### src/rtl/gpr_arb_pkg.sv
// Shared types and constants for the register-bank write arbiter.
// GPR_ARB_INIT_EN selects the post-reset clear sequence.
package gpr_arb_pkg;

  typedef enum logic {
    INIT,
    ARB
  } state_t;

  localparam int ADDR_W_DEF = 5;
  localparam int DATA_W_DEF = 32;
  localparam int NUM_REGS   = 2 ** ADDR_W_DEF;

  localparam logic [ADDR_W_DEF-1:0] R0_ADDR = '0;

endpackage

### src/rtl/gpr_write_arbiter_rr_pick.sv
// Combinational round-robin pick: first eligible index
// at or after the pointer, wrapping.
module rr_pick
  import gpr_arb_pkg::*;
#(
  parameter int N  = 3,
  parameter int PW = 2
) (
  input  logic [N-1:0]  elig,
  input  logic [PW-1:0] ptr,
  output logic [N-1:0]  win,
  output logic          valid
);

  always_comb begin
    win   = '0;
    valid = 1'b0;
    for (int k = 0; k < N; k++) begin
      if (!valid && elig[(int'(ptr) + k) % N]) begin
        win[(int'(ptr) + k) % N] = 1'b1;
        valid = 1'b1;
      end
    end
  end

endmodule

### src/rtl/gpr_write_arbiter.sv
// Write-port sequencer/arbiter for the 32x32 GPR bank.
// GPR_ARB_INIT_EN compiles in the post-reset clear of all registers.
module gpr_write_arbiter
  import gpr_arb_pkg::*;
#(
  parameter int NREQ   = 3,
  parameter int DATA_W = DATA_W_DEF,
  parameter int ADDR_W = ADDR_W_DEF
) (
  input  logic                   clk,
  input  logic                   reset,
  input  logic [NREQ-1:0]        req,
  input  logic [NREQ*ADDR_W-1:0] req_addr,
  input  logic [NREQ*DATA_W-1:0] req_data,
  output logic [NREQ-1:0]        gnt,
  output logic                   regWrite,
  output logic [ADDR_W-1:0]      write_register,
  output logic [DATA_W-1:0]      w_data,
  output logic                   busy
);

  localparam int PW = $clog2(NREQ);

  logic [PW-1:0]     ptr;
  logic [PW-1:0]     ptr_nxt;
  logic [NREQ-1:0]   elig;
  logic [NREQ-1:0]   win;
  logic              valid;
  logic [ADDR_W-1:0] addr_sel;
  logic [DATA_W-1:0] data_sel;

  // a requester still seeing its grant is not yet eligible again
  assign elig = req & ~gnt;

  rr_pick #(
    .N  (NREQ),
    .PW (PW)
  ) u_pick (
    .elig  (elig),
    .ptr   (ptr),
    .win   (win),
    .valid (valid)
  );

  always_comb begin
    addr_sel = '0;
    data_sel = '0;
    ptr_nxt  = ptr;
    for (int i = 0; i < NREQ; i++) begin
      if (win[i]) begin
        addr_sel = req_addr[i*ADDR_W +: ADDR_W];
        data_sel = req_data[i*DATA_W +: DATA_W];
        ptr_nxt  = (i == NREQ - 1) ? '0 : PW'(i + 1);
      end
    end
  end

`ifdef GPR_ARB_INIT_EN
  state_t            state;
  state_t            state_nxt;
  logic [ADDR_W-1:0] clr_cnt;

  always_ff @(posedge clk) begin
    if (!reset) state <= INIT;
    else        state <= state_nxt;
  end

  always_comb begin
    state_nxt = state;
    if (state == INIT && clr_cnt == '1)
      state_nxt = ARB;
  end

  always_ff @(posedge clk) begin
    if (!reset)             clr_cnt <= '0;
    else if (state == INIT) clr_cnt <= clr_cnt + 1'b1;
  end

  assign busy = (state == INIT);
`else
  assign busy = 1'b0;
`endif

  always_ff @(posedge clk) begin
    if (!reset) begin
      gnt            <= '0;
      regWrite       <= 1'b0;
      write_register <= '0;
      w_data         <= '0;
      ptr            <= '0;
    end
`ifdef GPR_ARB_INIT_EN
    else if (state == INIT) begin
      gnt            <= '0;
      regWrite       <= 1'b1;
      write_register <= clr_cnt;
      w_data         <= '0;
    end
`endif
    else if (valid) begin
      gnt            <= win;
      regWrite       <= (addr_sel != ADDR_W'(R0_ADDR));
      write_register <= addr_sel;
      w_data         <= data_sel;
      ptr            <= ptr_nxt;
    end else begin
      gnt      <= '0;
      regWrite <= 1'b0;
    end
  end

endmodule

### config.mk
export PLATFORM = sky130hd
export DESIGN_NAME = gpr_write_arbiter
export DESIGN_NICKNAME = d
export VERILOG_FILES = /design/src/rtl/gpr_arb_pkg.sv /design/src/rtl/gpr_write_arbiter_rr_pick.sv /design/src/rtl/gpr_write_arbiter.sv
export SDC_FILE = /design/constraint.sdc
export NUM_CORES = 1
export LEC_CHECK = 0
export ABC_CLOCK_PERIOD_IN_PS = 3800
export CELL_PAD_IN_SITES_DETAIL_PLACEMENT = 0
export CELL_PAD_IN_SITES_GLOBAL_PLACEMENT = 1
export CORE_MARGIN = 4
export CORE_UTILIZATION = 27
export CTS_CLUSTER_SIZE = 14
export DETAILED_ROUTE_END_ITERATION = 8
export PLACE_DENSITY_LB_ADDON = 0.1
export SYNTH_ARGS = -nofsm -noshare
export SYNTH_HDL_FRONTEND = slang
export SYNTH_SLANG_ARGS = --single-unit
### constraint.sdc
create_clock -name clk -period 3.8 [get_ports clk]
set_input_delay 0.76 -clock clk [delete_from_list [all_inputs] [get_ports clk]]
set_output_delay 0.76 -clock clk [all_outputs]
set_load 0.02 [all_outputs]
==> results of run 1 <==
through the flow:
step,hold slack (ns),util (%)
2_1_floorplan,0.493,-
3_3_place_gp,0.448,45.0
3_5_place_dp,0.452,45.0
4_1_cts,0.470,45.9
5_1_grt,0.486,45.9
6_report,0.467,45.9
state kept, by name (all words and copies together) (netlist names):
register        count
gnt                 3
ptr                 2
regWrite            1
w_data             32
write_register      5
critical path, cell delays in order:
cell and delay, ns:
clkdlybuf4s50_1 0.50, nor4bb_1 0.60, nor3_2 0.20, and3_1 0.28
nor2_4 0.30, buf_4 0.31, nand3_1 0.14, a41oi_2 0.19
Yosys cell counts (all sizes together):
| cell type | number |
|---|---|
| o31a | 2 |
| nand2b | 2 |
| or3 | 2 |
| or2 | 1 |
| a2111oi | 1 |
| and3b | 1 |
| conb | 1 |
| o32ai | 1 |
| o311ai | 1 |
| and3 | 2 |
| buf | 14 |
| nor4bb | 6 |
| nor4b | 3 |
| clkbuf | 11 |
| nand3 | 32 |
| o22a | 1 |
| nor3 | 4 |
| a31oi | 1 |
| dfxtp | 43 |
| nor2 | 6 |
| a41oi | 33 |
| inv | 7 |
| o211ai | 1 |
| a21oi | 8 |
| mux2i | 5 |
| nor3b | 3 |
| ha | 4 |
| o31ai | 3 |
| nand2 | 102 |
| o311a | 1 |
| o21ai | 2 |
| a32o | 5 |
kinds of logic after synthesis:
kind of cell,after synthesis
compound gates,60
fa+ha+maj,4
buf+inv,32
flops,43
mux,5
other cells,1
simple gates,164
metal layers:
metal / share of wire (%) / vias to the layer above / track usage [%] / wire length (um)
met1: 39 / 1390 / 19.7 / 3990
met4: 2.5 / 0 / 6.76 / 250
met2: 50 / 102 / 29.7 / 5070
met5: 0 / - / 0 / 0
li1: - / 1415 / - / -
met3: 8.8 / 19 / 5.67 / 893
final cells by class:
cell class / instances / area share [%]
Multi-Input combinational cell: 234 / 38.1
Timing Repair Buffer: 165 / 36.7
Sequential cell: 43 / 19.1
Tap cell: 133 / 3.70
Clock buffer: 7 / 1.69
Inverter: 7 / 0.583
Clock inverter: 1 / 0.111
path summary, 6_finish.rpt:
check	startpoint	endpoint	slack, ns	cells after the start
worst max-delay path	req[2]	w_data[21]	0.74	8
worst min-delay path	write_register[0]	write_register[0]	0.47	2
worst max register to register	ptr[0]	w_data[8]	0.81	9
worst min register to register	write_register[0]	write_register[0]	0.47	2
power by group through the flow:
stage | sequential (mW) | clock [mW] | combinational, mW
global route | 0.853 | 0.327 | 3.61
detailed placement | 0.830 | 0 | 3.37
CTS | 0.826 | 0.313 | 3.38
floorplan | 1.08 | 0 | 1.97
finish | 0.823 | 0.296 | 3.32
global placement | 0.829 | 0 | 3.36
==> impl_metrics.json, run 1 <==
{
  "vdd_drop_max_mv": 0.469,
  "synthTopCellsByArea": "dfxtp_1, a41oi_2, nand2_1",
  "synth_top_family_by_area": "simple AND/OR/NAND/NOR gates",
  "htreeDepth": 2,
  "num_vias": 2926,
  "viasPerCell": 4.96,
  "synthToLayoutAreaGrowth_pct": 65.0,
  "ctsResizeCount": 0,
  "grt_pass1_vias": 3153,
  "numCtsBuffers": 5,
  "synth_nets": 429,
  "grt_max_degree": 33,
  "clock_power_share_pct": 6.7,
  "dpl.cell_count": 582,
  "numPortBuffers": 156,
  "die_area_um2": 11800,
  "fmax_mhz": 327,
  "multiInputGateArea_um2": 1710,
  "finalNonFillerCells": 590,
  "clock_sinks": 43,
  "overflow": 0,
  "max_cap_viol_count": 0,
  "fin_nets": 576,
  "synth_area_leader_cell": "dfxtp_1",
  "path_clk_slew_ns": 0.09,
  "p_leak_nw": 1.49,
  "worst_pin_slew_ns": 0.753,
  "grt_use_total_pct": 17.2,
  "p_seq_share_pct": 18.5,
  "synth.distinct_cells": 41,
  "hold_viol_final": 0,
  "drtAntennaViolNets": 0,
  "crit_path_end_kind": "register",
  "post_cts_buffers": 0,
  "std_cell_rows": 36,
  "dr.first_iter.drc_count": 90,
  "finalCritPeriodShare_pct": 80.6,
  "drc": 0,
  "worstPathRequired_ns": 4.03,
  "clk_path_buf_depth": 2,
  "p_total_mw": 4.44,
  "nFillCells": 1008,
  "placed_cell_area_um2": 4420,
  "layout_commonest_cell": "clkdlybuf4s50_1",
  "pre_cts_ws_ns": 0.443,
  "comb_power_share_pct": 74.8,
  "yosys.area_share.adder_pct": 1.83,
  "power_per_cell_area_nw_per_um2": 986,
  "synth-simple-area-share_pct": 31.3,
  "clk_latency_ns": 0.30,
  "syn-cell-area_um2": 2730,
  "postSynthCellCount": 309,
  "arrival_ns": 3.29,
  "hold_buffers": 0,
  "status": "finished clean",
  "die_w_um": 109,
  "fp.coreArea_um2": 9820,
  "synth_compound_area_share_pct": 27.4,
  "grt_pass1_wl_um": 15800,
  "setup_viol": 0,
  "avgSynthCellArea_um2": 8.83,
  "ys_seq_elements": 43,
  "root_buffer": "clkbuf_8",
  "start_kind": "primary input",
  "worst-path-max-fanout": 16,
  "seq_area_frac_synth_pct": 31.5,
  "cts_tree": "done",
  "place.gp.congestion": 0.857,
  "p_int_mw": 2.21,
  "drtPass1Iterations": 4,
  "dp_hpwl_um": 7430,
  "slew_violations": 0,
  "fin_tns_setup_ns": 0,
  "synth_mux_area_share_pct": 1.83,
  "yosys.area.top_type_share_pct": 31.5,
  "netSwitchingFraction_pct": 50.1,
  "wirelength_um": 10200,
  "seq_area_um2": 861,
  "slew_headroom_pct": 49.0,
  "drive_gt1_share_pct": 18.8,
  "worst_slack_ns": 0.738,
  "fin_area_um2": 4500,
  "fin_skew_ns": 0.00569,
  "die_y_um": 109,
  "antenna_found_initial": 0,
  "antenna_cells": 0,
  "p_sw_mw": 2.22,
  "yosys_warnings": 0,
  "rsz0062_at_grt": "false",
  "routedWlPerCell_um": 17.3,
  "period_needed_ns": 3.06,
  "mostFrequentLayoutCells": "clkdlybuf4s50_1, nand2_1, dfxtp_1",
  "min_path_type": "register to register",
  "start_util_pct": 27.8,
  "ios": 158,
  "synth_xor_area_share_pct": 0,
  "worstSetupPathType": "primary input to register"
}
No activity file was read; power rests on OpenSTA's default activity.
==> run 2: changes to the inputs <==
- ABC_CLOCK_PERIOD_IN_PS: 3800 -> 2930
- clock period: 3.8 -> 2.93 ns (I/O delays scaled with it)
==> run 2 against run 1 <==
Against the previous run: cell count rose by 3.1%; clock-buffer cell count unchanged; clock power grew 28%; power grew 36%; highest routed layer unchanged; hold slack lost 0.0065 ns; critical path depth increased by 1; global-route usage is 0.21 points lower; sequential cell count unchanged; largest power group unchanged; register-to-register slack lost 0.64 ns; clock skew increased by 0.0033 ns; routed wire length grew 0.23%.
==> impl_metrics.json, run 2 (same netlist as run 1, synthesis figures left out) <==
{
  "status": "finished clean",
  "slew_violations": 0,
  "largest_reg_flops": 32,
  "clock_sinks": 43,
  "worstPathRequired_ns": 3.15,
  "worstSetupPathType": "primary input to register",
  "dpl.cell_count": 600,
  "hold_buffers": 0,
  "finalNonFillerCells": 608,
  "synthToLayoutAreaGrowth_pct": 71.8,
  "crit_path_end_kind": "register",
  "die_w_um": 109,
  "min_path_type": "register to register",
  "fin_tns_setup_ns": 0,
  "drtPass1Iterations": 4,
  "worst_pin_slew_ns": 0.659,
  "antenna_found_initial": 0,
  "p_leak_nw": 1.59,
  "die_area_um2": 11800,
  "wirelength_um": 10200,
  "slew_headroom_pct": 56.0,
  "antenna_cells": 0,
  "setup_viol": 0,
  "p_total_mw": 6.06,
  "grt_pass1_vias": 3187,
  "die_y_um": 109,
  "fin_nets": 594,
  "grt_use_total_pct": 17.0,
  "multiInputGateArea_um2": 1760,
  "layout_commonest_cell": "clkdlybuf4s50_1",
  "fp.coreArea_um2": 9820,
  "start_util_pct": 27.8,
  "drive_gt1_share_pct": 23.6,
  "fin_skew_ns": 0.00902,
  "nFillCells": 985,
  "mostFrequentLayoutCells": "clkdlybuf4s50_1, nand2_1, dfxtp_1",
  "overflow": 0,
  "numPortBuffers": 156,
  "arrival_ns": 3.04,
  "worst-path-max-fanout": 6,
  "period_needed_ns": 2.82,
  "clk_path_buf_depth": 2,
  "place.gp.congestion": 0.810,
  "num_vias": 2932,
  "cts_tree": "done",
  "post_cts_buffers": 0,
  "drc": 0,
  "path_clk_slew_ns": 0.08,
  "ios": 158,
  "start_kind": "primary input",
  "fmax_mhz": 355,
  "numCtsBuffers": 5,
  "routedWlPerCell_um": 16.8,
  "vdd_drop_max_mv": 0.542,
  "largest_register": "w_data",
  "viasPerCell": 4.82,
  "dp_hpwl_um": 7840,
  "power_per_cell_area_nw_per_um2": 1290,
  "hold_viol_final": 0,
  "finalCritPeriodShare_pct": 96.3,
  "clk_latency_ns": 0.30,
  "drtAntennaViolNets": 0,
  "fin_hold_ws_ns": 0.460,
  "htreeDepth": 2,
  "grt_pass1_wl_um": 15900,
  "root_buffer": "clkbuf_8",
  "reg_top3": "w_data x32, write_register x5, gnt x3",
  "seq_area_um2": 862,
  "dr.first_iter.drc_count": 87,
  "grt_max_degree": 30,
  "max_cap_viol_count": 0,
  "std_cell_rows": 36
}
==> run 2: cell count changes in the layout (fill, tap and decap cells not counted), moves of 2 or more <==
cell	before	now
buf_4	7	24
nor4bb_1	4	2
ha_1	4	2
nor4bb_2	1	3
==> run 2: worst paths after layout <==
check                                       start                 to  slack [ns]  cells after the start
worst min-delay path            write_register[1]  write_register[1]        0.46                      2
worst max-delay path                       req[2]          w_data[4]        0.11                      9
worst min register to register  write_register[1]  write_register[1]        0.46                      2
worst max register to register             ptr[1]          w_data[4]        0.17                     10
==> run 2: where the power goes <==
group	switching [mW]	internal (mW)	leakage, nW
Combinational	2.53	2.07	1.19
Sequential	0.175	0.901	0.356
Clock	0.211	0.168	0.0422
==> run 2: cell type report <==
class / count / share of cell area [%]
Sequential cell: 43 / 18.4
Clock buffer: 7 / 1.63
Inverter: 7 / 0.560
Timing Repair Buffer: 183 / 38.2
Tap cell: 133 / 3.55
Multi-Input combinational cell: 234 / 37.5
Clock inverter: 1 / 0.107
==> run 2: repair_timing <==
item	4_1_cts	5_1_grt
endpoints found under the setup margin	33	38
gates resized for setup	2	8
pin swaps	0	1
cloned	0	0
==> run 2: critical path, cell delays in order <==
cell and delay, ns:
clkdlybuf4s50_1 0.46, nor4bb_2 0.22, or3_4 0.43, o311a_4 0.33, a2111oi_4 0.39, buf_4 0.24, buf_4 0.16, nand2_2 0.06
a41oi_2 0.18
==> run 2: per-stage QoR <==
stage | utilization (%) | instance area (um2) | worst slack [ns]
5_1_grt | 47.8 | 4690 | -0.0295
6_report | 47.8 | 4690 | 0.109
3_3_place_gp | 46.4 | 4560 | -0.185
2_1_floorplan | - | 2730 | 0.242
3_5_place_dp | 46.4 | 4560 | -0.213
4_1_cts | 47.4 | 4650 | 0.00792
==> run 2: per-layer routing <==
layer | global-route usage [%] | wire [um]
met5 | 0 | 0
met4 | 4.51 | 119
met3 | 5.97 | 804
met2 | 30.0 | 5240
met1 | 19.5 | 4060
==> run 3: changes to the inputs <==
- ABC_CLOCK_PERIOD_IN_PS: 2930 -> not set
- CORE_MARGIN: 4 -> 5
- clock period: 2.93 -> 2.8 ns (I/O delays scaled with it)
==> run 3 against run 2 <==
Against the previous run: die area grew 3.7%; sequential cell count stayed put; clock skew rose by 0.00072 ns; setup slack improved by 0.0096 ns; largest cell class unchanged; highest routed layer unchanged.
==> impl_metrics.json, run 3 (same netlist as run 1, synthesis figures left out) <==
{
  "antenna_found_initial": 0,
  "drtPass1Iterations": 4,
  "critPathMaxStageDelay_ns": 0.33,
  "std_cell_rows": 36,
  "arrival_ns": 2.91,
  "seq_area_um2": 861,
  "routedWlPerCell_um": 16.8,
  "final_util_pct": 49.7,
  "fin_skew_ns": 0.00974,
  "root_buffer": "clkbuf_8",
  "multiInputGateArea_um2": 1790,
  "drive_gt1_share_pct": 25.9,
  "dp_hpwl_um": 7910,
  "finalNonFillerCells": 619,
  "fp.coreArea_um2": 9820,
  "finalCritPeriodShare_pct": 95.8,
  "grt_max_degree": 23,
  "p_leak_nw": 1.68,
  "place.gp.congestion": 0.787,
  "num_vias": 2963,
  "cp_cell_sequence": "inv_1, ha_4, buf_4, nor4bb_4, buf_4, o31a_1, o22a_2, a2111oi_4, buf_4, buf_6, nand2_2, a41oi_2",
  "synthToLayoutAreaGrowth_pct": 78.9,
  "die_w_um": 111,
  "fmax_mhz": 373,
  "start_util_pct": 27.8,
  "cts_tree": "done",
  "numCtsBuffers": 5,
  "nFillCells": 975,
  "clock_sinks": 43,
  "dpl.cell_count": 609,
  "overflow": 0,
  "largest_register": "w_data",
  "dr.first_iter.drc_count": 67,
  "ios": 158,
  "clk_path_buf_depth": 2,
  "crit_top_cell": "buf_4",
  "largest_reg_flops": 32,
  "antenna_cells": 0,
  "clk_latency_ns": 0.30,
  "drtAntennaViolNets": 0,
  "reg_top3": "w_data x32, write_register x5, gnt x3",
  "worstPathRequired_ns": 3.03,
  "hold_buffers": 0,
  "worst_pin_slew_ns": 0.532,
  "path_clk_slew_ns": 0.09,
  "start_kind": "register",
  "hold_viol_final": 0,
  "crit_path_end_kind": "register",
  "grt_use_total_pct": 16.2,
  "layout_commonest_cell": "clkdlybuf4s50_1",
  "grt_pass1_vias": 3252,
  "period_needed_ns": 2.68,
  "die_area_um2": 12200,
  "setup_viol": 0,
  "mostFrequentLayoutCells": "clkdlybuf4s50_1, nand2_1, dfxtp_1",
  "slowest_stage": "dfxtp_1",
  "htreeDepth": 2,
  "fin_nets": 605,
  "worstSetupPathType": "register to register",
  "die_y_um": 111,
  "status": "finished clean",
  "drc": 0,
  "wirelength_um": 10400,
  "max_cap_viol_count": 0,
  "power_per_cell_area_nw_per_um2": 1410,
  "min_path_type": "register to register",
  "slew_headroom_pct": 64.1,
  "grt_pass1_wl_um": 16500,
  "slew_violations": 0,
  "vdd_drop_max_mv": 0.766,
  "worst-path-max-fanout": 10,
  "viasPerCell": 4.79,
  "numPortBuffers": 156
}
==> run 3: cell types whose count changed in the layout (fill, tap and decap cells not counted), sizes merged <==
cell	delta
clkbuf	-1
bufinv	+1
buf	+10
clkinv	+1
==> run 3: final cells by class <==
cell class,count,area share (%)
clock buffer,5,1.41
clock inverter,3,0.897
inverter,7,0.538
multi-input combinational,234,36.7
tap,133,3.41
timing repair buffer,194,39.4
sequential,43,17.6
==> run 3: final timing paths <==
path / startpoint / endpoint / slack, ns / cells past startpoint
worst max register to register: ptr[0] / w_data[8] / 0.12 / 12
worst min register to register: write_register[2] / write_register[2] / 0.46 / 2
worst max-delay path: ptr[0] / w_data[8] / 0.12 / 12
worst min-delay path: write_register[2] / write_register[2] / 0.46 / 2
==> run 3: power breakdown <==
part	total, mW	switching, mW	internal [mW]
sequential	1.13	0.191	0.940
combinational	5.24	2.77	2.47
clock	0.503	0.237	0.266
total	6.87	3.20	3.68
==> run 3: per-layer routing <==
layer | GRT usage [%] | up-vias | wire length (um)
li1 | - | 1470 | -
met1 | 18.4 | 1392 | 4330
met2 | 28.7 | 92 | 5100
met3 | 5.96 | 9 | 809
met4 | 4.27 | 0 | 134
met5 | 0 | - | 0
==> run 3: timing repair <==
action	CTS	global route
gates cloned	0	1
buffers inserted	1	0
gates resized for setup	4	11
pin swaps	1	0
endpoints found under the setup margin	32	40
==> run 3: worst max-delay path, delay by kind of cell, from the launching register on <==
kind | cells | cell delay [ns]
buffers and inverters | 5 | 0.79
DFF | 1 | 0.33
adders and majority gates | 1 | 0.27
and+or+nand+nor | 2 | 0.24
AOI/OAI and AO/OA | 4 | 0.99
==> run 3: per-stage QoR <==
stage | instance area (um2) | hold slack [ns] | worst slack (ns) | total power [mW] | setup TNS (ns)
after global placement | 4650 | 0.444 | -0.421 | 6.14 | -13.63
final | 4880 | 0.461 | 0.119 | 6.87 | 0
after global routing | 4880 | 0.474 | -0.00274 | 7.37 | -0.00274
after detailed placement | 4650 | 0.451 | -0.381 | 6.17 | -12.02
after floorplan | 2730 | 0.493 | 0.112 | 4.14 | 0
after CTS | 4790 | 0.465 | -0.0169 | 6.78 | -0.0169
